$ cat config.mk
export PLATFORM = sky130hd
export DESIGN_NAME = arm_seq_ctrl
export DESIGN_NICKNAME = d
export VERILOG_FILES = /design/src/rtl/arm_seq_ctrl.sv
export SDC_FILE = /design/constraint.sdc
export NUM_CORES = 1
export LEC_CHECK = 0
export CAP_MARGIN = 20
export CELL_PAD_IN_SITES_DETAIL_PLACEMENT = 1
export CELL_PAD_IN_SITES_GLOBAL_PLACEMENT = 1
export CORE_MARGIN = 3
export CORE_UTILIZATION = 35
export CTS_BUF_LIST = sky130_fd_sc_hd__clkbuf_8
export DETAILED_ROUTE_END_ITERATION = 10
export GPL_ROUTABILITY_DRIVEN = 1
export PLACE_DENSITY_LB_ADDON = 0.2
export SYNTH_ARGS = -nofsm -noshare
export SYNTH_HDL_FRONTEND = slang
export SYNTH_SLANG_ARGS = --single-unit
export TNS_END_PERCENT = 10
$ cat constraint.sdc
create_clock -name clk -period 4.2 [get_ports clk]
set_input_delay 0.42 -clock clk [delete_from_list [all_inputs] [get_ports clk]]
set_output_delay 0.42 -clock clk [all_outputs]
set_load 0.005 [all_outputs]
$ cat src/rtl/arm_seq_ctrl.sv
// Fetch/execute sequencer for the Harvard non-pipelined CPU: owns pc, inst and zero,
// fetches over a valid handshake and stalls loads in EXEC2 until data memory responds.
module arm_seq_ctrl #(
    parameter logic [15:0] RESET_PC = 16'h0000
) (
    input  logic        clk,
    input  logic        rst_n,
    input  logic        run,
    output logic        imem_req,
    output logic [15:0] imem_addr,
    input  logic [15:0] imem_rdata,
    input  logic        imem_valid,
    output logic        dmem_req,
    input  logic        dmem_valid,
    input  logic [15:0] alu_d_out,
    output logic [15:0] inst,
    output logic [2:0]  state,
    output logic [15:0] pc,
    output logic        zero,
    output logic        halted
);

    typedef enum logic [2:0] {
        ST_IDLE  = 3'd0,
        ST_FETCH = 3'd1,
        ST_EXEC1 = 3'd2,
        ST_EXEC2 = 3'd3,
        ST_HALT  = 3'd4
    } fsm_e;

    typedef enum logic [2:0] {
        OP_ALU  = 3'd0,
        OP_LDR  = 3'd1,
        OP_NOP  = 3'd2,
        OP_HALT = 3'd3,
        OP_JMP  = 3'd4,
        OP_BZ   = 3'd5
    } op_e;

    fsm_e        fsm_q, fsm_d;
    logic [15:0] pc_q, pc_d;
    logic [15:0] inst_q, inst_d;
    logic        zero_q, zero_d;
    logic [2:0]  state_q;
    logic        imem_req_q;
    logic        dmem_req_q;
    logic        halted_q;
    op_e         op_s;
    logic [15:0] target_s;

    function automatic op_e decode_op(input logic [3:0] opc);
        op_e r;
        case (opc)
            4'b1110: r = OP_LDR;
            4'b0000: r = OP_NOP;
            4'b0001: r = OP_HALT;
            4'b0100: r = OP_JMP;
            4'b0101: r = OP_BZ;
            // 001x moves and 011x are single-cycle with no sequencer effect
            4'b0010, 4'b0011, 4'b0110, 4'b0111: r = OP_NOP;
            default: r = OP_ALU;
        endcase
        return r;
    endfunction

    function automatic logic [15:0] sext12(input logic [11:0] imm);
        return {{4{imm[11]}}, imm};
    endfunction

    function automatic logic [2:0] phase_onehot(input fsm_e s);
        logic [2:0] r;
        case (s)
            ST_FETCH: r = 3'b001;
            ST_EXEC1: r = 3'b010;
            ST_EXEC2: r = 3'b100;
            default:  r = 3'b000;
        endcase
        return r;
    endfunction

    assign op_s     = decode_op(inst_q[15:12]);
    assign target_s = pc_q + sext12(inst_q[11:0]);

    // Next-state and datapath register update selection.
    always_comb begin
        fsm_d  = fsm_q;
        pc_d   = pc_q;
        inst_d = inst_q;
        zero_d = zero_q;
        case (fsm_q)
            ST_IDLE: begin
                if (run) begin
                    fsm_d = ST_FETCH;
                end else begin
                    fsm_d = ST_IDLE;
                end
            end
            ST_FETCH: begin
                if (imem_valid) begin
                    inst_d = imem_rdata;
                    pc_d   = pc_q + 16'h0001;
                    fsm_d  = ST_EXEC1;
                end else begin
                    fsm_d = ST_FETCH;
                end
            end
            ST_EXEC1: begin
                case (op_s)
                    OP_ALU: begin
                        zero_d = (alu_d_out == 16'h0000);
                        fsm_d  = ST_FETCH;
                    end
                    OP_LDR:  fsm_d = ST_EXEC2;
                    OP_JMP: begin
                        pc_d  = target_s;
                        fsm_d = ST_FETCH;
                    end
                    OP_BZ: begin
                        if (zero_q) begin
                            pc_d = target_s;
                        end else begin
                            pc_d = pc_q;
                        end
                        fsm_d = ST_FETCH;
                    end
                    OP_HALT: fsm_d = ST_HALT;
                    default: fsm_d = ST_FETCH;
                endcase
            end
            ST_EXEC2: begin
                if (dmem_valid) begin
                    fsm_d = ST_FETCH;
                end else begin
                    fsm_d = ST_EXEC2;
                end
            end
            ST_HALT: fsm_d = ST_HALT;
            default: fsm_d = ST_IDLE;
        endcase
    end

    // State, datapath and output registers; outputs are registered from the next state.
    always_ff @(posedge clk) begin
        if (!rst_n) begin
            fsm_q      <= ST_IDLE;
            pc_q       <= RESET_PC;
            inst_q     <= 16'h0000;
            zero_q     <= 1'b0;
            state_q    <= 3'b000;
            imem_req_q <= 1'b0;
            dmem_req_q <= 1'b0;
            halted_q   <= 1'b0;
        end else begin
            fsm_q      <= fsm_d;
            pc_q       <= pc_d;
            inst_q     <= inst_d;
            zero_q     <= zero_d;
            state_q    <= phase_onehot(fsm_d);
            imem_req_q <= (fsm_d == ST_FETCH);
            dmem_req_q <= (fsm_d == ST_EXEC2);
            halted_q   <= (fsm_d == ST_HALT);
        end
    end

    assign imem_req  = imem_req_q;
    assign imem_addr = pc_q;
    assign dmem_req  = dmem_req_q;
    assign inst      = inst_q;
    assign state     = state_q;
    assign pc        = pc_q;
    assign zero      = zero_q;
    assign halted    = halted_q;

endmodule
# Yosys cells after proc, flatten, opt, wreduce, memory -nomap -nowiden
# Memories as Yosys holds them, arrays and structs flattened. A register that Yosys moved wholly into a read port is not among the register bits.
# Index checks and enable logic that the tools add are counted.
[word_totals] memories=1 in_bits=37 reg_bits=42 rom_bits=48
[op_classes] n_reduce_logical=7 addsub=2 n_mux=12 n_eq_ne=15
[mem_list] name="(no name shown)" words=16 width=3 rd=1 rd_ports_with_merged_regs=1 write_ports=0 line_no="53" rtl="case (opc)"
[op_table] operator="case mux 16 bit (2 select lines)" n=2
[op_table] operator="2-to-1 mux 16 bit" n=2
[op_table] operator="adder 16 x 1 -> 16 bit, second input constant" n=1
[op_table] operator="adder 16 bit" n=1
[op_table] operator="logical NOT 16 bit" n=1
[op_table] operator="== test 3 x 2 -> 1 bit, second input constant" n=5
[op_table] operator="case mux 3 bit (5 select lines)" n=1
[op_table] operator="== test 3 bit, second input constant" n=4
[op_table] operator="== test 3 x 1 -> 1 bit, second input constant" n=3
[op_table] operator="case mux 3 bit (3 select lines)" n=1
[op_table] operator="2-to-1 mux 4 bit" n=2
[op_table] operator="logical NOT 3 bit" n=2
[op_table] operator="case mux 3 bit (2 select lines)" n=1
[op_table] operator="2-to-1 mux 2 bit" n=2
[op_table] operator="AND reduction 2 bit" n=2
[op_table] operator="AND reduction 4 bit" n=1
[op_table] operator="inequality test 3 x 2 -> 1 bit, second input constant" n=1
[op_table] operator="inequality test 3 bit, second input constant" n=1
[op_table] operator="inequality test 2 bit, second input constant" n=1
[op_table] operator="nonzero test 2 bit" n=1
[op_table] operator="2-to-1 mux 1 bit" n=1

# Longest topological paths before layout
[depth] ltp_word=5 depth_mapped=10

# Worst setup path after synthesis
# No wires, ideal clock.
[synth_timing] path_kind="register to register" from="register fsm_q[1]" to="register pc_q[11] (netlist: imem_addr[11])" arrival_time_ns=2.608 setup_ns=0.070 period_less_slack_ns=2.678 path_slack_ns=1.522 required_ns=4.130 path_stages_with_launch=11 cell_sequence="dfxtp_1 -> nor3b_1 -> clkbuf_1 -> and2_1 -> ha_1 -> a211oi_2 -> o211ai_1 -> a221oi_4 -> xnor2_1 -> or3_1 -> a21oi_1"
[synth_via] elab_chain_len=3 word_cells_on_any_way=8 cone_classes="5 x eq/ne; 1 x mux; 2 x reduce/logical"
[synth_lines] item="from (decl)" line_no="40" rtl="fsm_e fsm_q, fsm_d;"
[synth_lines] item="from (signal assigned)" line_no="154" rtl="fsm_q <= fsm_d;"
[synth_lines] item="== test 3 x 2 -> 1 bit or == test 3 x 1 -> 1 bit (tied branches)" line_no="90" rtl="case (fsm_q)"
[synth_lines] item="inequality test 3 x 2 -> 1 bit (no line), or another cell as far along"
[synth_lines] item="AND reduction 4 bit (no line)"
[synth_lines] item="to (signal assigned)" line_no="155" rtl="pc_q <= pc_d;"
[synth_lines] item="to (decl)" line_no="41" rtl="logic [15:0] pc_q, pc_d;"
# Parallel ways exist; a longest one is shown, timed or not.
# A chain may end at the register's enable or synchronous reset.

# Final worst setup path
[layout_timing] from="register fsm_q[1]" to="register pc_q[12] (netlist: imem_addr[12])"
# The elaborated chain is that of the path after synthesis.

==> metrics.md <==
| Metric | Value |
|---|---|
| Die span in x | 89.6 um |
| Crit Path Max Fanout | 12 |
| Worst endpoint required time | 4.43 ns |
| Final slew viol count | 0 |
| Largest net degree at the start of global routing | 28 |
| RSZ-0062 raised after global routing | no |
| Ports | 92 |
| Distinct cells, synth | 45 |
| Worst Hold Class | reg2reg |
| Synthesized net count | 348 |
| Slew of the pin with the lowest slew margin | 0.900 ns |
| CTS H-tree lvls | 2 |
| DRT Wirelength | 7090 um |
| Fmax | 0.329 GHz |
| Final setup vio count | 0 |
| Final setup TNS | 0 ns |
| Ys async rst share | 0% |
| Post-CTS sizing | 0 |
| Drt wl/cell | 15.2 um |
| Fin util | 52.1% |
| Die area | 8030 um2 |
| Area leader, netlist | dfxtp_1 |
| CTS clk-pin slew, worst paths | 0.09 ns |
| CTS tree | yes |
| Max IR drop VDD | 0.000117 V |
| Via count | 2,351 |
| Worst Setup End Kind | flip-flop |
| Ys flop type | dfxtp_1 |
| Crit Path Class | reg2reg |
| CP Cell Sequence | nor3b_1, buf_4, nand2b_1, ha_1, fa_1, a211oi_1, o21ai_0, nand2_1, o221a_2, mux2i_1, mux2i_1 |
| Bufs on Longest Clock Path | 2 |
| Synthesized area | 2450 um2 |
| Status | complete, no violations |
| Sequential fraction of the synthesis area | 36.0% |
| Mapped Cells | 299 |
| Starting Density | 37.3% |
| Post-route DRC | 0 |
| Layout Skew | 0.00330 ns |
| Core Box Area | 6570 um2 |
| Total GRT Usage | 19.1% |
| Tcrit/Tclk final | 72.5% |
| Cell mode on critical path | mux2i_1 |
| Leakage | 0.00125 uW |
| Fill count | 792 |
| DR iter-0 viols | 80 |
| Total power | 841 uW |
| Total iterations of the first detailed-routing run | 5 |
| Skew-Pair Late Insertion Delay | 0.30 ns |
| RePlAce Congestion | 0.925 |
| Port bufs | 91 |
| Synth area leaders | dfxtp_1, nand2_1, a21oi_1 |
| Crit path largest cell delay | 0.45 ns |
| Clock Sinks | 44 |
| Drt via density | 5.03 |
| Initial antenna violation count | 0 |
| Final hold viol count | 0 |
| CTS hold repair buffers | 0 |
| ANT cells | 0 |
| First-pass GRT wire length | 12,000 um |
| Critical path's slowest cell | dfxtp_1 |
| Place WS | 1.19 ns |
| CTS Buf Count | 5 |
| Minimum clock period | 3.04 ns |
| Count of state elements after synthesis | 44 |
| Overflow after GRT | 0 |
| Mean area per synthesized cell | 8.19 um2 |
| Root Driver | clkbuf_8 |
| Synth top area share | 36.0% |
| Share of post-route cells with drive strength above 1 | 4.55% |
| Post-synth top cells | nand2_1, dfxtp_1, a21oi_1 |
| Worst EP arrival | 3.27 ns |
| Slew HR | 39.8% |
| Synth warn | 0 |
| Post-synth EDFFs | 0 |
| Crit path launch type | flip-flop |
| Std-Cell Rows | 29 |
| Post-route setup slack | 1.16 ns |
| Max Cap Violations | 0 |
| Die Ht | 89.6 um |
| Layout overhead on the synthesized area | 39.8% |
| Post-route ant nets | 0 |
| PD cells | 246 nW/um2 |
| Nets | 422 |
| Post-CTS Setup Bufs | 0 |
| Final hold slack | 0.476 ns |
| Dpl hpwl | 5480 um |
| Number of global-route vias before repair | 2,569 |
| Top-count cell post-synth | nand2_1 |
[final timing paths]
kind                                           start                         end  slack, ns  depth (start not counted)
worst max-delay path             fsm_q[1]$_SDFF_PN0_  imem_addr[12]$_SDFFE_PN0P_       1.16                         11
worst max register to register   fsm_q[1]$_SDFF_PN0_  imem_addr[12]$_SDFFE_PN0P_       1.16                         11
worst min-delay path            inst[9]$_SDFFE_PN0P_        inst[9]$_SDFFE_PN0P_       0.48                          2
worst min register to register  inst[9]$_SDFFE_PN0P_        inst[9]$_SDFFE_PN0P_       0.48                          2
[flip-flops by register name (all words and copies together), names as in the netlist]
signal     count
fsm_q          3
halted         1
imem_addr     16
imem_req       1
inst          16
op_s           3
state          3
zero           1
[critical path: cells and delay by family, from the launching register on]
family / cells / cell delay (ns)
adder cells (fa/ha/maj): 2 / 0.65
AO/OA/AOI/OAI: 3 / 0.75
multiplexers: 2 / 0.46
AND/OR/NAND/NOR: 3 / 0.44
flip-flops: 1 / 0.45
buffers and inverters: 1 / 0.20
[cell families after synthesis]
group	after synthesis	share of synthesized area, %
AO/OA/AOI/OAI	70	19.0
XOR/XNOR	7	2.51
adder cells (fa/ha/maj)	12	6.44
buffers and inverters	36	8.33
flip-flops	44	36.0
multiplexers	6	2.51
AND/OR/NAND/NOR	124	25.3
[per-stage QoR]
| step | instances | area (um2) |
|---|---|---|
| after floorplan | 299 | 2450 |
| after global placement | 459 | 3330 |
| after detailed placement | 459 | 3330 |
| after CTS | 467 | 3420 |
| after global routing | 467 | 3420 |
| final | 467 | 3420 |
[cell usage in the layout (no fill, tap or decap), types with 3 or more instances in the layout]
master,count
a211oi_1,8
xnor2_1,7
mux2i_1,5
clkdlybuf4s50_1,91
buf_4,3
nor3_1,5
nand4_1,3
a21oi_1,31
nor2_1,22
nor4_1,4
a21o_1,4
o21ai_0,9
ha_1,11
o21a_1,3
nand2b_1,5
and3_1,3
inv_1,10
dfxtp_1,44
nand2_1,51
nand3_1,7
clkbuf_8,6
nor2b_1,3
and2_1,11
[report_power, final]
group / total (uW) / switching, uW / internal [uW] / leakage [uW]
sequential: 442 / 12.2 / 430 / 0.000357
clock: 282 / 150 / 132 / 0.0000486
combinational: 117 / 50.0 / 67.4 / 0.000847
total: 841 / 213 / 629 / 0.00125
[metal layers]
| layer | GRT usage (%) | share of wire, % | vias to the layer above |
|---|---|---|---|
| met5 | 0 | 0 | - |
| met4 | 4.47 | 0.72 | 0 |
| met3 | 4.56 | 5.2 | 7 |
| met2 | 33.6 | 48 | 69 |
| met1 | 23.5 | 46 | 1097 |
| li1 | - | - | 1178 |
[layout make-up]
type                       count  area, um2  area share, %
timing repair buffer          94        933           27.3
clock buffer                   6       82.6           2.41
tap                           93        116           3.40
inverter                       9       33.8          0.988
multi-input combinational    219       1360           39.8
clock inverter                 2       11.3          0.329
sequential                    44        881           25.7
(Power assumes the default switching activity.)
